$ cat src/rtl/clock_div_pkg.sv
// clock_div_pkg: shared types and defaults for the divided-clock controller
package clock_div_pkg;
  typedef enum logic [1:0] {IDLE, RUN, STOPPING} state_t;
  localparam int DEF_DIV_W = 8;
  localparam int DEF_DIV = 17;
endpackage

$ cat src/rtl/clock_div_ctrl_if.sv
// clock_div_ctrl_if: run control, config handshake and divided-clock outputs
interface clock_div_ctrl_if #(parameter int DIV_W = 8);
  logic enable;
  logic cfg_valid;
  logic [DIV_W-1:0] cfg_div;
  logic cfg_ready;
  logic cfg_err;
  logic div_clock;
  logic tick;
  logic running;
  modport master (output enable, cfg_valid, cfg_div, input cfg_ready, cfg_err, div_clock, tick, running);
  modport slave (input enable, cfg_valid, cfg_div, output cfg_ready, cfg_err, div_clock, tick, running);
endinterface

$ cat src/rtl/div_cfg_reg.sv
// div_cfg_reg: one-entry pending divide register with zero rejection
module div_cfg_reg #(parameter int DIV_W = 8) (
  input  logic clock,
  input  logic reset,
  input  logic cfg_valid,
  input  logic [DIV_W-1:0] cfg_div,
  input  logic idle,
  input  logic bound,
  output logic cfg_ready,
  output logic cfg_err,
  output logic ld,
  output logic [DIV_W-1:0] ld_div
);
  logic pend_v, xfer, ok, apply;
  logic [DIV_W-1:0] pend;
  assign cfg_ready = !pend_v;
  assign xfer = cfg_valid & !pend_v;
  assign ok = xfer && cfg_div != '0;
  assign apply = pend_v & bound;
  assign ld = (ok & idle) | apply;
  assign ld_div = apply ? pend : cfg_div;
  always_ff @(posedge clock or posedge reset)
    if (reset) begin
      pend_v <= 1'b0;
      pend <= '0;
      cfg_err <= 1'b0;
    end else begin
      cfg_err <= xfer && cfg_div == '0;
      pend_v <= (ok & !idle) | (pend_v & !bound);
      if (ok & !idle) pend <= cfg_div;
    end
endmodule

$ cat src/rtl/clock_div_ctrl.sv
// clock_div_ctrl: glitch-free programmable clock divider with boundary-aligned ratio changes
module clock_div_ctrl
  import clock_div_pkg::*;
#(
  parameter int DIV_W = DEF_DIV_W,
  parameter logic [DIV_W-1:0] DEFAULT_DIV = DIV_W'(DEF_DIV)
) (
  input logic clock,
  input logic reset,
  clock_div_ctrl_if.slave bus
);
  state_t state, nxt;
  logic [DIV_W-1:0] count, div_reg, ld_div;
  logic idle, tog, fall, bound, ld, dc_n;
  assign idle = state == IDLE;
  assign tog = !idle && count == div_reg - DIV_W'(1);
  assign fall = tog & bus.div_clock;
  // pending ratio lands on a full-period boundary or whenever we are (or go) idle
  assign bound = idle | fall | (nxt == IDLE);
  div_cfg_reg #(.DIV_W(DIV_W)) u_cfg (
    .clock(clock), .reset(reset), .cfg_valid(bus.cfg_valid), .cfg_div(bus.cfg_div),
    .idle(idle), .bound(bound), .cfg_ready(bus.cfg_ready), .cfg_err(bus.cfg_err),
    .ld(ld), .ld_div(ld_div)
  );
  always_comb begin
    nxt = state;
    nxt = bus.enable ? RUN : (idle || !bus.div_clock || fall) ? IDLE : STOPPING;
    dc_n = (nxt == IDLE) ? 1'b0 : tog ? !bus.div_clock : bus.div_clock;
  end
  always_ff @(posedge clock or posedge reset)
    if (reset) begin
      state <= IDLE;
      count <= '0;
      div_reg <= DEFAULT_DIV;
      bus.div_clock <= 1'b0;
      bus.tick <= 1'b0;
      bus.running <= 1'b0;
    end else begin
      state <= nxt;
      count <= (idle || nxt == IDLE || tog) ? '0 : count + DIV_W'(1);
      div_reg <= ld ? ld_div : div_reg;
      bus.div_clock <= dc_n;
      bus.tick <= dc_n & !bus.div_clock;
      bus.running <= nxt != IDLE;
    end
endmodule

$ cat src/flat_wrapper.sv
// flat-port wrapper written by rule: the top's interface ports become plain ports
module clock_div_ctrl_flat import clock_div_pkg::*;
#(
  parameter int DIV_W = DEF_DIV_W,
  parameter logic [DIV_W-1:0] DEFAULT_DIV = DIV_W'(DEF_DIV)
)
  (clock, reset, bus_enable, bus_cfg_valid, bus_cfg_div, bus_cfg_ready, bus_cfg_err, bus_div_clock, bus_tick, bus_running);
  clock_div_ctrl_if #(.DIV_W(DIV_W)) bus_i ();
  input logic clock;
  input logic reset;
  input wire logic [$bits(bus_i.enable)-1:0] bus_enable;
  input wire logic [$bits(bus_i.cfg_valid)-1:0] bus_cfg_valid;
  input wire logic [$bits(bus_i.cfg_div)-1:0] bus_cfg_div;
  output wire logic [$bits(bus_i.cfg_ready)-1:0] bus_cfg_ready;
  output wire logic [$bits(bus_i.cfg_err)-1:0] bus_cfg_err;
  output wire logic [$bits(bus_i.div_clock)-1:0] bus_div_clock;
  output wire logic [$bits(bus_i.tick)-1:0] bus_tick;
  output wire logic [$bits(bus_i.running)-1:0] bus_running;
  assign bus_i.enable = bus_enable;
  assign bus_i.cfg_valid = bus_cfg_valid;
  assign bus_i.cfg_div = bus_cfg_div;
  assign bus_cfg_ready = bus_i.cfg_ready;
  assign bus_cfg_err = bus_i.cfg_err;
  assign bus_div_clock = bus_i.div_clock;
  assign bus_tick = bus_i.tick;
  assign bus_running = bus_i.running;
  clock_div_ctrl #(.DIV_W(DIV_W), .DEFAULT_DIV(DEFAULT_DIV)) u_core (.clock(clock), .reset(reset), .bus(bus_i));
endmodule
$ cat config.mk
export PLATFORM = sky130hd
export DESIGN_NAME = clock_div_ctrl_flat
export DESIGN_NICKNAME = d
export VERILOG_FILES = /design/src/rtl/clock_div_pkg.sv /design/src/rtl/clock_div_ctrl_if.sv /design/src/rtl/div_cfg_reg.sv /design/src/rtl/clock_div_ctrl.sv /design/src/flat_wrapper.sv
export SDC_FILE = /design/constraint.sdc
export NUM_CORES = 1
export LEC_CHECK = 0
export CAP_MARGIN = 20
export CORE_MARGIN = 5
export CORE_UTILIZATION = 35
export DETAILED_ROUTE_END_ITERATION = 8
export PLACE_DENSITY = 0.64
export SLEW_MARGIN = 20
export SYNTH_ARGS = -nofsm -noshare
export SYNTH_HDL_FRONTEND = slang
export SYNTH_SLANG_ARGS = --single-unit
$ cat constraint.sdc
create_clock -name clock -period 4.1 [get_ports clock]
set_clock_uncertainty 0.2 [all_clocks]
set_input_delay 0.82 -clock clock [delete_from_list [all_inputs] [get_ports clock]]
set_output_delay 0.82 -clock clock [all_outputs]
set_load 0.01 [all_outputs]
==> results.md <==
* Avg WL per Cell at 14.9 um
* Final Hold Viols at 0
* CP bufs+invs at 1
* YS warnings at 0
* Pwr per Cell Area at 477 nW/um2
* # rows at 25
* Die Y at just under 80 um
* DIE WIDTH at 79.3 um
* GR met1 Demand/Resource at between 10 and 15%
* Worst path arrival time at 3.53 ns
* Worst Hold Class: reg -> reg
* Static leakage at approximately 0.85 nW
* Hold Crit Start: u_core.bus.div_clock$_DFF_PP0_
* Final antenna-violating net count at 0
* Syn Nets at 162
* Reg2Reg Depth at 13
* Post-Route WL at 3320 um
* Largest cells by area after synthesis: dfrtp_1, mux2_2, a211oi_2, xor2_1, dfstp_2
* CTS root buffer: clkbuf_8
* Met2 Resource Use GR at 18.3%
* First-pass GRT wire length at between 5000 and 6000 um
* Min-Delay Endpoint: u_core.bus.tick$_DFF_PP0_
* WP data required at roughly 4.1 ns
* GR peak layer: met2
* Worst-path clk slew at 0.07 ns
* Share of cells above drive strength 1 at 20.2%
* Post-synthesis simple-gate area fraction at between 10% and 20%
* Synth Area in XOR/XNOR at between 7 and 8%
* Slew Limit Fails at 0
* Max incr delay on CP at 0.59 ns
* Most frequent cells in the layout: dfrtp_1, clkdlybuf4s50_1, xor2_1
* DR vias/cell at 5.34
* Clk_lat worst skew at 0.28 ns
* Crit. End Element: register
* Maxcap violations at 0
* Grt ovf at 0
* Detailed Route Iter0 Violations at 68
* Setup Crit Path Kind: reg -> reg
* Sinks on Clock Net at 31
* CP dominant cell by count: ha_1
* CTS Hold Bufs at 0
* Final setup fails at 0
* Post-CTS Resized at 0
* Area Growth Syn to Fin at 20.6%
* Sw power at 0.000273 W
* Filler Cell Count at 438
* Inserted Diodes at 0
* Overall global routing resource usage at 11.3%
* Synth Cell Area at 1680 um2
* Initial antenna violation count at 0
* CORE AREA at 4690 um2
* Worst flop-to-flop path startpoint: u_core.div_reg[0]$_DFFE_PP1P_
* Measured slew at the worst slew-check pin at 0.477 ns
* Cell family with most CP delay: compound AO/OA/AOI/OAI gates
* Most common cell after layout, fill and taps aside: dfrtp_1
* Post-synthesis compound-gate area fraction at 17.8%
* H-tree Lvls at 2
* Fmax achieved at 281 MHz
* Post-synthesis mux area share at 6.54%
* Pre-Repair DR Iteration Count at 4
* Final worst-path cycle share at roughly 87%
* Post-Synth Adder-Cell Area at roughly 2.2%
* Switch share at 28.1%
* Gate power share at 21.4%
* Setup Total Neg Slack at 0 ns
* CTS tree: done
* CTS Buf Count at 5
* #FFs+latches synth at 31
* CP max FO at 12
* Setup WS post-layout at 0.535 ns
* Largest net degree at the start of global routing at 21
* CP Cell Sequence: inv_1 -> ha_1 -> nand2b_1 -> a21boi_0 -> o31ai_1 -> a21oi_4 -> and2_1 -> ha_1 -> nor2b_2 -> o21ai_4 -> o21a_1 -> nor3_1 -> a221o_1
* Slew margin rel. at 68.2%
* Worst hold stages at 1
* Largest vdd supply drop at 0.276 mV
* Worst Setup Start Kind: register
* Clock share of power at 37.1%
* Die area at 6290 um2
* RSZ-0062 raised after global routing: false
* Pint at between 0.0006 and 0.0007 W
* Yosys top cell area share at 43.1%
* Post-layout min period at 3.56 ns
* Dpl ws at 0.540 ns
* GPL Wtd Cong at roughly 0.81
* M3 GR Usage at 1.70%
* Sequential Power Share at 41.5%
* Initial Util at 35.9%
* Largest family of logic cells by synthesized area: compound AO/OA/AOI/OAI gates
* Reg-to-Reg End: u_core.div_reg[1]$_DFFE_PP0P_
* Slowest CP cell: dfstp_2
* DP HPWL at 2560 um
* Port bufs at 16
* Register area share after synthesis at ~46%
* Drt drc at 0
* Post-synth cell types at 44
* Max Buffers Root-to-Sink at 2
* Biggest area consumer among synthesized cells: dfrtp_1
* I/O pins at 17
* Core Util, Final at around 43%
* Vias post-DR at 1186
* Synth Instances at around 150
* Number of global-route vias before repair at 1181
* Post-CTS Repair Setup Buffers at 0
* Setup slack, reg-to-reg at 0.54 ns
* Power Total at 0.000969 W
* Syn Area/Cell at 11.4 um2
* Nets at 182
* Status: finished clean
## layout make-up
class,count,area (um2),share of cell area (%)
flip-flops and latches,31,778,38.3
repair buffers,18,183,9.00
inverters,5,18.8,0.925
clock inverters,3,67.6,3.33
multi-input cells,106,846,41.7
well taps,54,67.6,3.33
clock buffers,5,68.8,3.39
## how the worst max path moves through the flow
stage	depth (start not counted)	slack [ns]	from	to
finish	13	0.54	u_core.div_reg[0]$_DFFE_PP1P_	u_core.div_reg[1]$_DFFE_PP0P_
global route	13	0.24	u_core.div_reg[0]$_DFFE_PP1P_	u_core.div_reg[1]$_DFFE_PP0P_
CTS	13	0.53	u_core.div_reg[0]$_DFFE_PP1P_	u_core.div_reg[1]$_DFFE_PP0P_
detailed placement	13	0.54	u_core.div_reg[0]$_DFFE_PP1P_	u_core.div_reg[1]$_DFFE_PP0P_
global placement	13	0.71	u_core.div_reg[0]$_DFFE_PP1P_	u_core.div_reg[1]$_DFFE_PP0P_
floorplan	15	0.88	u_core.div_reg[0]$_DFFE_PP1P_	u_core.div_reg[1]$_DFFE_PP0P_
## power by group through the flow
stage	clock network, W	registers, W	logic [W]
final	0.000359	0.000402	0.000208
after global routing	0.000374	0.000408	0.000233
after CTS	0.000366	0.000402	0.000210
after detailed placement	0	0.000408	0.000209
after global placement	0	0.000404	0.000201
after floorplan	0	0.000389	0.000176
## cell usage after synthesis
library cell,count
a211oi_1,1
a211oi_2,7
a21boi_0,1
a21o_1,5
a21oi_1,1
a21oi_4,1
a221o_1,2
a22o_1,5
a31o_2,1
and2_1,3
and3_1,2
and4_1,2
buf_2,2
buf_4,1
buf_6,2
dfrtp_1,29
dfstp_2,2
ha_1,3
inv_1,5
mux2_2,8
mux2i_1,2
nand2_1,8
nand2b_1,2
nand3_1,4
nand3b_1,1
nand4_1,1
nor2_1,8
nor2_2,1
nor2b_1,2
nor2b_2,1
nor3_1,4
nor3b_1,2
nor4_1,2
nor4_2,1
nor4_4,1
o211ai_1,1
o21a_1,1
o21ai_0,2
o21ai_4,1
o31a_1,1
o31ai_1,2
or2_1,2
xnor2_1,4
xor2_1,10
## logic make-up after synthesis
kind of cell,after synthesis
AND/OR/NAND/NOR,47
AO/OA/AOI/OAI,32
flip-flops,31
XOR/XNOR,14
buffers and inverters,10
multiplexers,10
adder cells (fa/ha/maj),3
## per-stage QoR
step / std cells / hold WS, ns / cell area [um2]
2_1_floorplan: 147 / 0.246 / 1680
3_3_place_gp: 213 / 0.268 / 1880
3_5_place_dp: 214 / 0.272 / 1890
4_1_cts: 222 / 0.284 / 2030
5_1_grt: 222 / 0.314 / 2030
6_report: 222 / 0.277 / 2030
## layer usage
metal  share of wire [%]  up-vias
met5                   0        -
met1                  45      589
li1                    -      572
met2                  51       21
met3                 2.6        4
met4                 1.8        0
Power figures use the tool's default switching activity.
